**config.mk**
```make
export PLATFORM = sky130hd
export DESIGN_NAME = slv_wrp
export DESIGN_NICKNAME = d
export VERILOG_FILES = /design/src/rtl/slv_wrp_pkg.sv /design/src/rtl/slv_wrp_fsm.sv /design/src/rtl/slv_wrp.sv
export SDC_FILE = /design/constraint.sdc
export NUM_CORES = 1
export LEC_CHECK = 0
export CAP_MARGIN = 40
export CORE_UTILIZATION = 31
export CTS_BUF_LIST = sky130_fd_sc_hd__clkbuf_8
export DETAILED_ROUTE_END_ITERATION = 8
export PLACE_DENSITY = 0.86
export SLEW_MARGIN = 20
export SYNTH_ARGS = -nofsm -noshare
export SYNTH_HDL_FRONTEND = slang
export SYNTH_SLANG_ARGS = --single-unit
```
**constraint.sdc**
```tcl
create_clock -name CLK -period 1.6 [get_ports CLK]
set_input_delay 0.24 -clock CLK [delete_from_list [all_inputs] [get_ports CLK]]
set_output_delay 0.24 -clock CLK [all_outputs]
set_load 0.1 [all_outputs]
```
**src/rtl/slv_wrp_pkg.sv**
```systemverilog
// Shared codes for the Core-B Lite slave wrapper: bus transfer modes, sizes,
// slave FSM states and the size/alignment legality check.
package slv_wrp_pkg;

    typedef enum logic [2:0] {
        MOD_IDLE   = 3'd0,
        MOD_BUSY   = 3'd1,
        MOD_NONSEQ = 3'd2,
        MOD_SEQ    = 3'd3
    } mod_e;

    localparam logic [2:0] SZ_BYTE = 3'd0;
    localparam logic [2:0] SZ_HALF = 3'd1;
    localparam logic [2:0] SZ_WORD = 3'd2;

    typedef enum logic [1:0] {
        ST_IDLE = 2'd0,
        ST_DATA = 2'd1,
        ST_ERR1 = 2'd2,
        ST_ERR2 = 2'd3
    } slv_st_e;

    // 1 when the size code is illegal or the address is not naturally aligned
    function automatic logic sz_addr_err(input logic [2:0] sz, input logic [1:0] a);
        logic err;
        case (sz)
            SZ_BYTE: err = 1'b0;
            SZ_HALF: err = a[0];
            SZ_WORD: err = (a != 2'b00);
            default: err = 1'b1;
        endcase
        return err;
    endfunction

endpackage

```
**src/rtl/slv_wrp_fsm.sv**
```systemverilog
// Slave wrapper control decode: next state, bus handshake outputs, core
// request and the address-phase latch enable.
module slv_wrp_fsm
    import slv_wrp_pkg::*;
(
    input  slv_st_e state,
    input  logic    sel_act,
    input  logic    addr_err,
    input  logic    core_done,
    input  logic    core_err,
    input  logic    wd_expire,
    output slv_st_e state_nxt,
    output logic    ms_rdy,
    output logic    ms_err,
    output logic    core_req,
    output logic    lat_en
);

    // Next-state and output decode; an accept may only happen while MsRDY=1
    always_comb begin
        state_nxt = state;
        ms_rdy    = 1'b1;
        ms_err    = 1'b0;
        core_req  = 1'b0;
        lat_en    = 1'b0;
        case (state)
            ST_IDLE: begin
                if (sel_act) begin
                    lat_en    = 1'b1;
                    state_nxt = addr_err ? ST_ERR1 : ST_DATA;
                end
            end
            ST_DATA: begin
                core_req = 1'b1;
                ms_rdy   = core_done & ~core_err;
                if (core_done) begin
                    if (core_err) begin
                        state_nxt = ST_ERR1;
                    end else if (sel_act) begin
                        lat_en    = 1'b1;
                        state_nxt = addr_err ? ST_ERR1 : ST_DATA;
                    end else begin
                        state_nxt = ST_IDLE;
                    end
                end else if (wd_expire) begin
                    state_nxt = ST_ERR1;
                end
            end
            ST_ERR1: begin
                ms_rdy    = 1'b0;
                ms_err    = 1'b1;
                state_nxt = ST_ERR2;
            end
            ST_ERR2: begin
                ms_err    = 1'b1;
                state_nxt = ST_IDLE;
            end
            default: state_nxt = ST_IDLE;
        endcase
    end

endmodule

```
**src/rtl/slv_wrp.sv**
```systemverilog
// Core-B Lite slave wrapper: turns pipelined address/data-phase bus
// transfers into a request/wait core interface, with a two-cycle error
// response and a wait-state watchdog.
module slv_wrp
    import slv_wrp_pkg::*;
#(
    parameter int AW      = 16,
    parameter int DW      = 39,
    parameter int TIMEOUT = 15
) (
    input  logic          CLK,
    input  logic          nRST,
    input  logic          MxSEL,
    input  logic          MxWT,
    input  logic [2:0]    MxSZ,
    input  logic [3:0]    MxRB,
    input  logic [2:0]    MxMOD,
    input  logic [31:0]   MxADDR,
    input  logic [DW-1:0] MxWDT,
    output logic          MsRDY,
    output logic          MsERR,
    output logic [DW-1:0] MsRDT,
    output logic          SCx_REQ,
    output logic          SCx_WT,
    output logic [2:0]    SCx_SZ,
    output logic [AW-1:0] SCx_ADDR,
    output logic [DW-1:0] SCx_WDT,
    input  logic [DW-1:0] SCx_RDT,
    input  logic          SCx_nWAIT,
    input  logic          SCx_ERR
);

    // A width of at least one keeps the counter legal when the watchdog is off
    localparam int CW = (TIMEOUT > 0) ? $clog2(TIMEOUT + 1) : 1;

    slv_st_e       state_q;
    slv_st_e       state_d;
    logic          wt_q;
    logic [2:0]    sz_q;
    logic [AW-1:0] addr_q;
    logic [3:0]    rb_q;
    logic [DW-1:0] rdt_q;
    logic [CW-1:0] wd_cnt_q;
    logic          sel_act;
    logic          addr_err;
    logic          wd_expire;
    logic          rd_done;
    logic          lat_en;
    logic          core_req;
    logic          unused_sig;

    assign sel_act   = MxSEL & ((MxMOD == MOD_NONSEQ) | (MxMOD == MOD_SEQ));
    assign addr_err  = sz_addr_err(MxSZ, MxADDR[1:0]);
    assign wd_expire = (TIMEOUT != 0) && (state_q == ST_DATA) && !SCx_nWAIT
                       && (wd_cnt_q == CW'(TIMEOUT));
    assign rd_done   = (state_q == ST_DATA) & SCx_nWAIT & ~SCx_ERR & ~wt_q;

    slv_wrp_fsm u_fsm (
        .state     (state_q),
        .sel_act   (sel_act),
        .addr_err  (addr_err),
        .core_done (SCx_nWAIT),
        .core_err  (SCx_ERR),
        .wd_expire (wd_expire),
        .state_nxt (state_d),
        .ms_rdy    (MsRDY),
        .ms_err    (MsERR),
        .core_req  (core_req),
        .lat_en    (lat_en)
    );

    // State register
    always_ff @(posedge CLK or negedge nRST) begin
        if (!nRST) state_q <= ST_IDLE;
        else       state_q <= state_d;
    end

    // Address-phase capture on every accepted transfer
    always_ff @(posedge CLK or negedge nRST) begin
        if (!nRST) begin
            wt_q   <= 1'b0;
            sz_q   <= '0;
            addr_q <= '0;
            rb_q   <= '0;
        end else if (lat_en) begin
            wt_q   <= MxWT;
            sz_q   <= MxSZ;
            addr_q <= MxADDR[AW-1:0];
            rb_q   <= MxRB;
        end
    end

    // Watchdog: counts consecutive wait cycles of one data phase
    always_ff @(posedge CLK or negedge nRST) begin
        if (!nRST)                                              wd_cnt_q <= '0;
        else if (state_q == ST_DATA && !SCx_nWAIT && !wd_expire) wd_cnt_q <= wd_cnt_q + CW'(1);
        else                                                    wd_cnt_q <= '0;
    end

    // Read-data hold: keeps the last successfully completed read value
    always_ff @(posedge CLK or negedge nRST) begin
        if (!nRST)        rdt_q <= '0;
        else if (rd_done) rdt_q <= SCx_RDT;
    end

    assign MsRDT    = rd_done ? SCx_RDT : rdt_q;
    assign SCx_REQ  = core_req;
    assign SCx_WT   = wt_q;
    assign SCx_SZ   = sz_q;
    assign SCx_ADDR = addr_q;
    assign SCx_WDT  = MxWDT;

    // Upper address bits and remaining-beat count are not needed by the core
    assign unused_sig = ^{MxADDR[31:AW], rb_q};

endmodule

```
# Yosys cells after proc, flatten, opt, wreduce, memory -nomap -nowiden

Index checks and enable logic that the tools add are counted.

Flip-flop bits (word level): 65
Input port bits: 126
Output and inout bits: 101
Logic and storage cells: 52

$add $sub $neg: 1
Equal/unequal tests: 10
Multiplexer cells: 17
Bitwise operators: 8
Reduce and logical (&&, ||, !) cells: 10

Operator list:

| kind                                                                  | count |
|---|---|
| 39-bit 2-to-1 mux                                                     | 1 |
| 2-bit 2-to-1 mux                                                      | 6 |
| 3-bit by 2-bit equality test with 1-bit output, second input constant | 3 |
| 2-bit case mux with 4 select lines                                    | 1 |
| 1-bit bitwise AND                                                     | 5 |
| 1-bit 2-to-1 mux                                                      | 5 |
| 4-bit by 1-bit adder with 4-bit output, second input constant         | 1 |
| 2-bit equality test, second input constant                            | 2 |
| 4-bit equality test, second input constant                            | 1 |
| 4-bit 2-to-1 mux                                                      | 1 |
| 1-bit case mux with 2 select lines                                    | 2 |
| 3-bit by 1-bit equality test with 1-bit output, second input constant | 1 |
| 1-bit logical AND                                                     | 3 |
| 3-bit zero test                                                       | 1 |
| 3-bit inequality test, second input constant                          | 1 |
| 1-bit case mux with 3 select lines                                    | 1 |
| 2-bit by 1-bit equality test with 1-bit output, second input constant | 1 |
| 1-bit zero test                                                       | 2 |
| 2-bit zero test                                                       | 1 |
| 2-bit inequality test, second input constant                          | 1 |
| 1-bit inverter                                                        | 2 |
| 2-bit AND reduction                                                   | 1 |
| 2-bit nonzero test                                                    | 1 |
| 2-bit OR reduction                                                    | 1 |
| 1-bit bitwise OR                                                      | 1 |

# Depth between registers and ports, before layout

Depth after elaboration: 7
Depth in mapped cells: 5
Mapped depth without buffers: 4

# Cells and area by module

From an unflattened synthesis, not the netlist that was laid out.

Cells, all modules: 204
Area total of the unflattened synthesis: 2896.5 sq um

By module, submodules not included:

| module      | instances | cells each | area an instance (sq um) | seq. area each (sq um) |
|---|---|---|---|---|
| slv_wrp     | 1         | 188        | 2790.2                   | 1626.6 |
| slv_wrp_fsm | 1         | 16         | 106.4                    | 0.0 |

# Least setup slack after synthesis

Ideal clock, no wire load.

Path type: flip-flop to output port
From: register state_q[0]
To: output MsRDY
Data arrival time: 3.280 ns
Required time: 1.360 ns
Slack: -1.920 ns
Cell stages (with the launch flop): 3
Buffers on the path: 0
Cell sequence: dfrtp_1 > and2b_1 > a21boi_0

Cells in the longest elaborated chain, start to end: 2
Elaborated cells on any way between the ends: 3
Classes of those cells: 2 x eq/ne; 1 x mux

RTL lines:

| what                                                                                         | RTL line          | text |
|---|---|---|
| start: declaration                                                                           | slv_wrp.sv:36     | `slv_st_e state_q;` |
| start signal: assignment                                                                     | slv_wrp.sv:75     | `else state_q <= state_d;` |
| 2-bit equality test / 2-bit by 1-bit equality test with 1-bit output (equally long branches) | slv_wrp_fsm.sv:26 | `case (state)` |
| 1-bit case mux with 2 select lines (*)                                                       | slv_wrp_fsm.sv:26 |  |
| end: declaration                                                                             | slv_wrp.sv:20     | `output logic MsRDY,` |

Every way passes the cells marked *; elsewhere a longest branch is shown, timed or not.

# Final worst setup path

From: register state_q[1]
To: output MsRDT[12]

Cells in the longest elaborated chain, start to end: 5

RTL lines:

| what                                           | RTL line       | text |
|---|---|---|
| 2-bit by 1-bit equality test with 1-bit output | slv_wrp.sv:56  | `assign rd_done = (state_q == ST_DATA) & SCx_nWAIT & ~SCx_ERR & ~wt_q;` |
| 1-bit bitwise AND (3 in series)                | slv_wrp.sv:56  |  |
| 39-bit 2-to-1 mux                              | slv_wrp.sv:106 | `assign MsRDT = rd_done ? SCx_RDT : rdt_q;` |
| end: declaration                               | slv_wrp.sv:22  | `output logic [DW-1:0] MsRDT,` |

Every way passes these cells.

==> results.tsv <==
metric	value	unit
fillCellCount	664	
setup_ws	-0.6314	ns
status	finished with violations	
finalNetCount	437	
hold_class	reg -> reg	
vias	1948	
io_pins	227	
period_needed	2.231	ns
htreeDepth	3	
firstDrtPassIters	6	
dp_hpwl	5.020	mm
syn_nets	324	
core_area	0.008806	mm²
syn_area_per_cell	14.45	µm²
gp_congestion	0.8027	
grt_pass1_wl	11.39	mm
relSlewSlack	76.76	%
violations	DRC, setup timing	
vias_per_cell	4.616	
hold_viol	0	
drc	30	
dr.first_iter.drc_count	59	
path_max_fanout	15	
yosys_warnings	0	
setup_viol_count_final	86	
postRouteAntennaNets	0	
grt_usage	15.19	%
antenna_found_initial	0	
skew	0.006803	ns
yosysSeqAreaShare	57.14	%
area_delta_synth_final	81.01	%
cts.path.max_buffers	2	
crit_required	1.36	ns
n_antenna_cell	0	
grt_overflow_total	0	
rsz0062_at_grt	yes	
post_drt_wl_per_cell	16.72	µm
pre_cts_ws	-0.6011	ns
clock-sinks	65	
final_cell_mix	dfrtp_1, buf_12, clkdlybuf4s50_1	
netlist_area	0.002846	mm²
worstPathArrival	1.99	ns
whs	0.4622	ns
design.die.area	0.009570	mm²
fin_crit_sh	139.5	%
die-width	97.83	µm
cts-root-buf	clkbuf_8	
drv_cap	0	
synthDistinctLibCells	27	
path_class	reg -> out	
syn-instance-count	197	
cts_tree	built	
cp-end-kind	output port	
clk_pin_slew	0.07	ns
start_util	32.32	%
grt_pass1_vias	2206	
die_y	97.83	µm
synth.ff_latch_count	65	
r2r_cells	6	
core.rowCount	34	
hold_depth	1	
clk_latency	0.32	ns
multi_input_area	0.001075	mm²
worst_setup_path_start_kind	register	
grt_start_max_net_pins	66	
register_area	0.001627	mm²
wl	7.056	mm
io_buffers	127	
finalMaxSlewViolations	0	
worst_slew_pin_slew	0.3486	ns
cts_buffers	9	
fmax	448.1	MHz
drive_gt1_share	51.27	%
cell families after synthesis:
logic type	after synthesis	share of synthesized area, %
DFF	65	57.14
muxes	59	23.34
buffers and inverters	46	12.13
and+or+nand+nor	14	3.473
AOI/OAI and AO/OA	10	2.857
xor gates and xnor gates	2	0.6155
adders and majority gates	1	0.4395
synthesized netlist by cell type, drive strengths merged:
library cell | n | area [µm²]
or2 | 1 | 6.260
xor2 | 1 | 8.760
a21o | 2 | 15.01
ha | 1 | 12.51
xnor2 | 1 | 8.760
nor2 | 4 | 15.01
and2b | 1 | 7.510
or3b | 1 | 8.760
buf | 44 | 337.8
a21bo | 1 | 10.01
or3 | 1 | 6.260
inv | 1 | 3.750
nand2b | 2 | 12.51
o21ai | 2 | 10.01
dfrtp | 65 | 1627
nand3 | 1 | 5.000
and4bb | 1 | 12.51
a21oi | 1 | 5.000
nor3b | 1 | 18.77
clkbuf | 1 | 3.750
a21boi | 2 | 26.28
and3 | 1 | 6.260
o211ai | 2 | 15.01
mux2 | 59 | 664.4
routing by layer:
metal | vias to the layer above | track usage, % | share of wire, %
met1 | 963 | 17.28 | 38
met5 | - | 0 | 0
met2 | 118 | 26.49 | 51
met4 | 0 | 4.196 | 0.99
li1 | 855 | - | -
met3 | 12 | 5.870 | 10
final cells by class:
type	count	share of cell area [%]
multi-input combinational	86	20.86
timing repair buffer	147	41.09
inverter	1	0.07285
sequential	65	31.57
clock buffer	11	2.938
tap	108	2.623
clock inverter	4	0.8499
timing repair:
action,CTS,global route
endpoints found under the hold margin,65,0
pin swaps,1,1
hold buffers,1,0
gates resized for setup,21,6
buffers inserted,7,2
setup endpoints to repair,94,101
cloned,1,1
path summary, 6_finish.rpt:
| path | from | to | slack, ns |
|---|---|---|---|
| min in group asynchronous | nRST | rdt_q[9] | 0.47 |
| max in group asynchronous | nRST | SCx_ADDR[3] | 0.84 |
| min reg2reg | wd_cnt_q[0] | wd_cnt_q[0] | 0.46 |
| max | state_q[1] | MsRDT[12] | -0.63 |
| max reg2reg | state_q[1] | SCx_ADDR[12] | -0.18 |
| min | wd_cnt_q[0] | wd_cnt_q[0] | 0.46 |
sequential cells by signal (all words and copies together) (netlist names):
register / count
SCx_ADDR: 16
SCx_SZ: 3
rdt_q: 39
state_q: 2
SCx_WT: 1
wd_cnt_q: 4
metrics by stage:
stage,cells,util (%),TNS (ns),area [µm²]
after CTS,421,58.38,-30.20,5141
after global routing,422,58.51,-36.26,5152
after floorplan,197,-,-38.26,2969
after global placement,397,54.04,-38.25,4758
after detailed placement,397,54.04,-39.77,4758
final,422,58.51,-27.52,5152
worst max-delay path, cell delays in order (launching register included):
cell	delay (ns)
dfrtp_1	0.38
and2b_4	0.25
nor3b_4	0.18
buf_6	0.15
clkbuf_16	0.20
mux2_4	0.34
buf_12	0.17
Power is not shown: default switching activity piles up to over one toggle a cycle in this logic, so the estimate is an artifact.
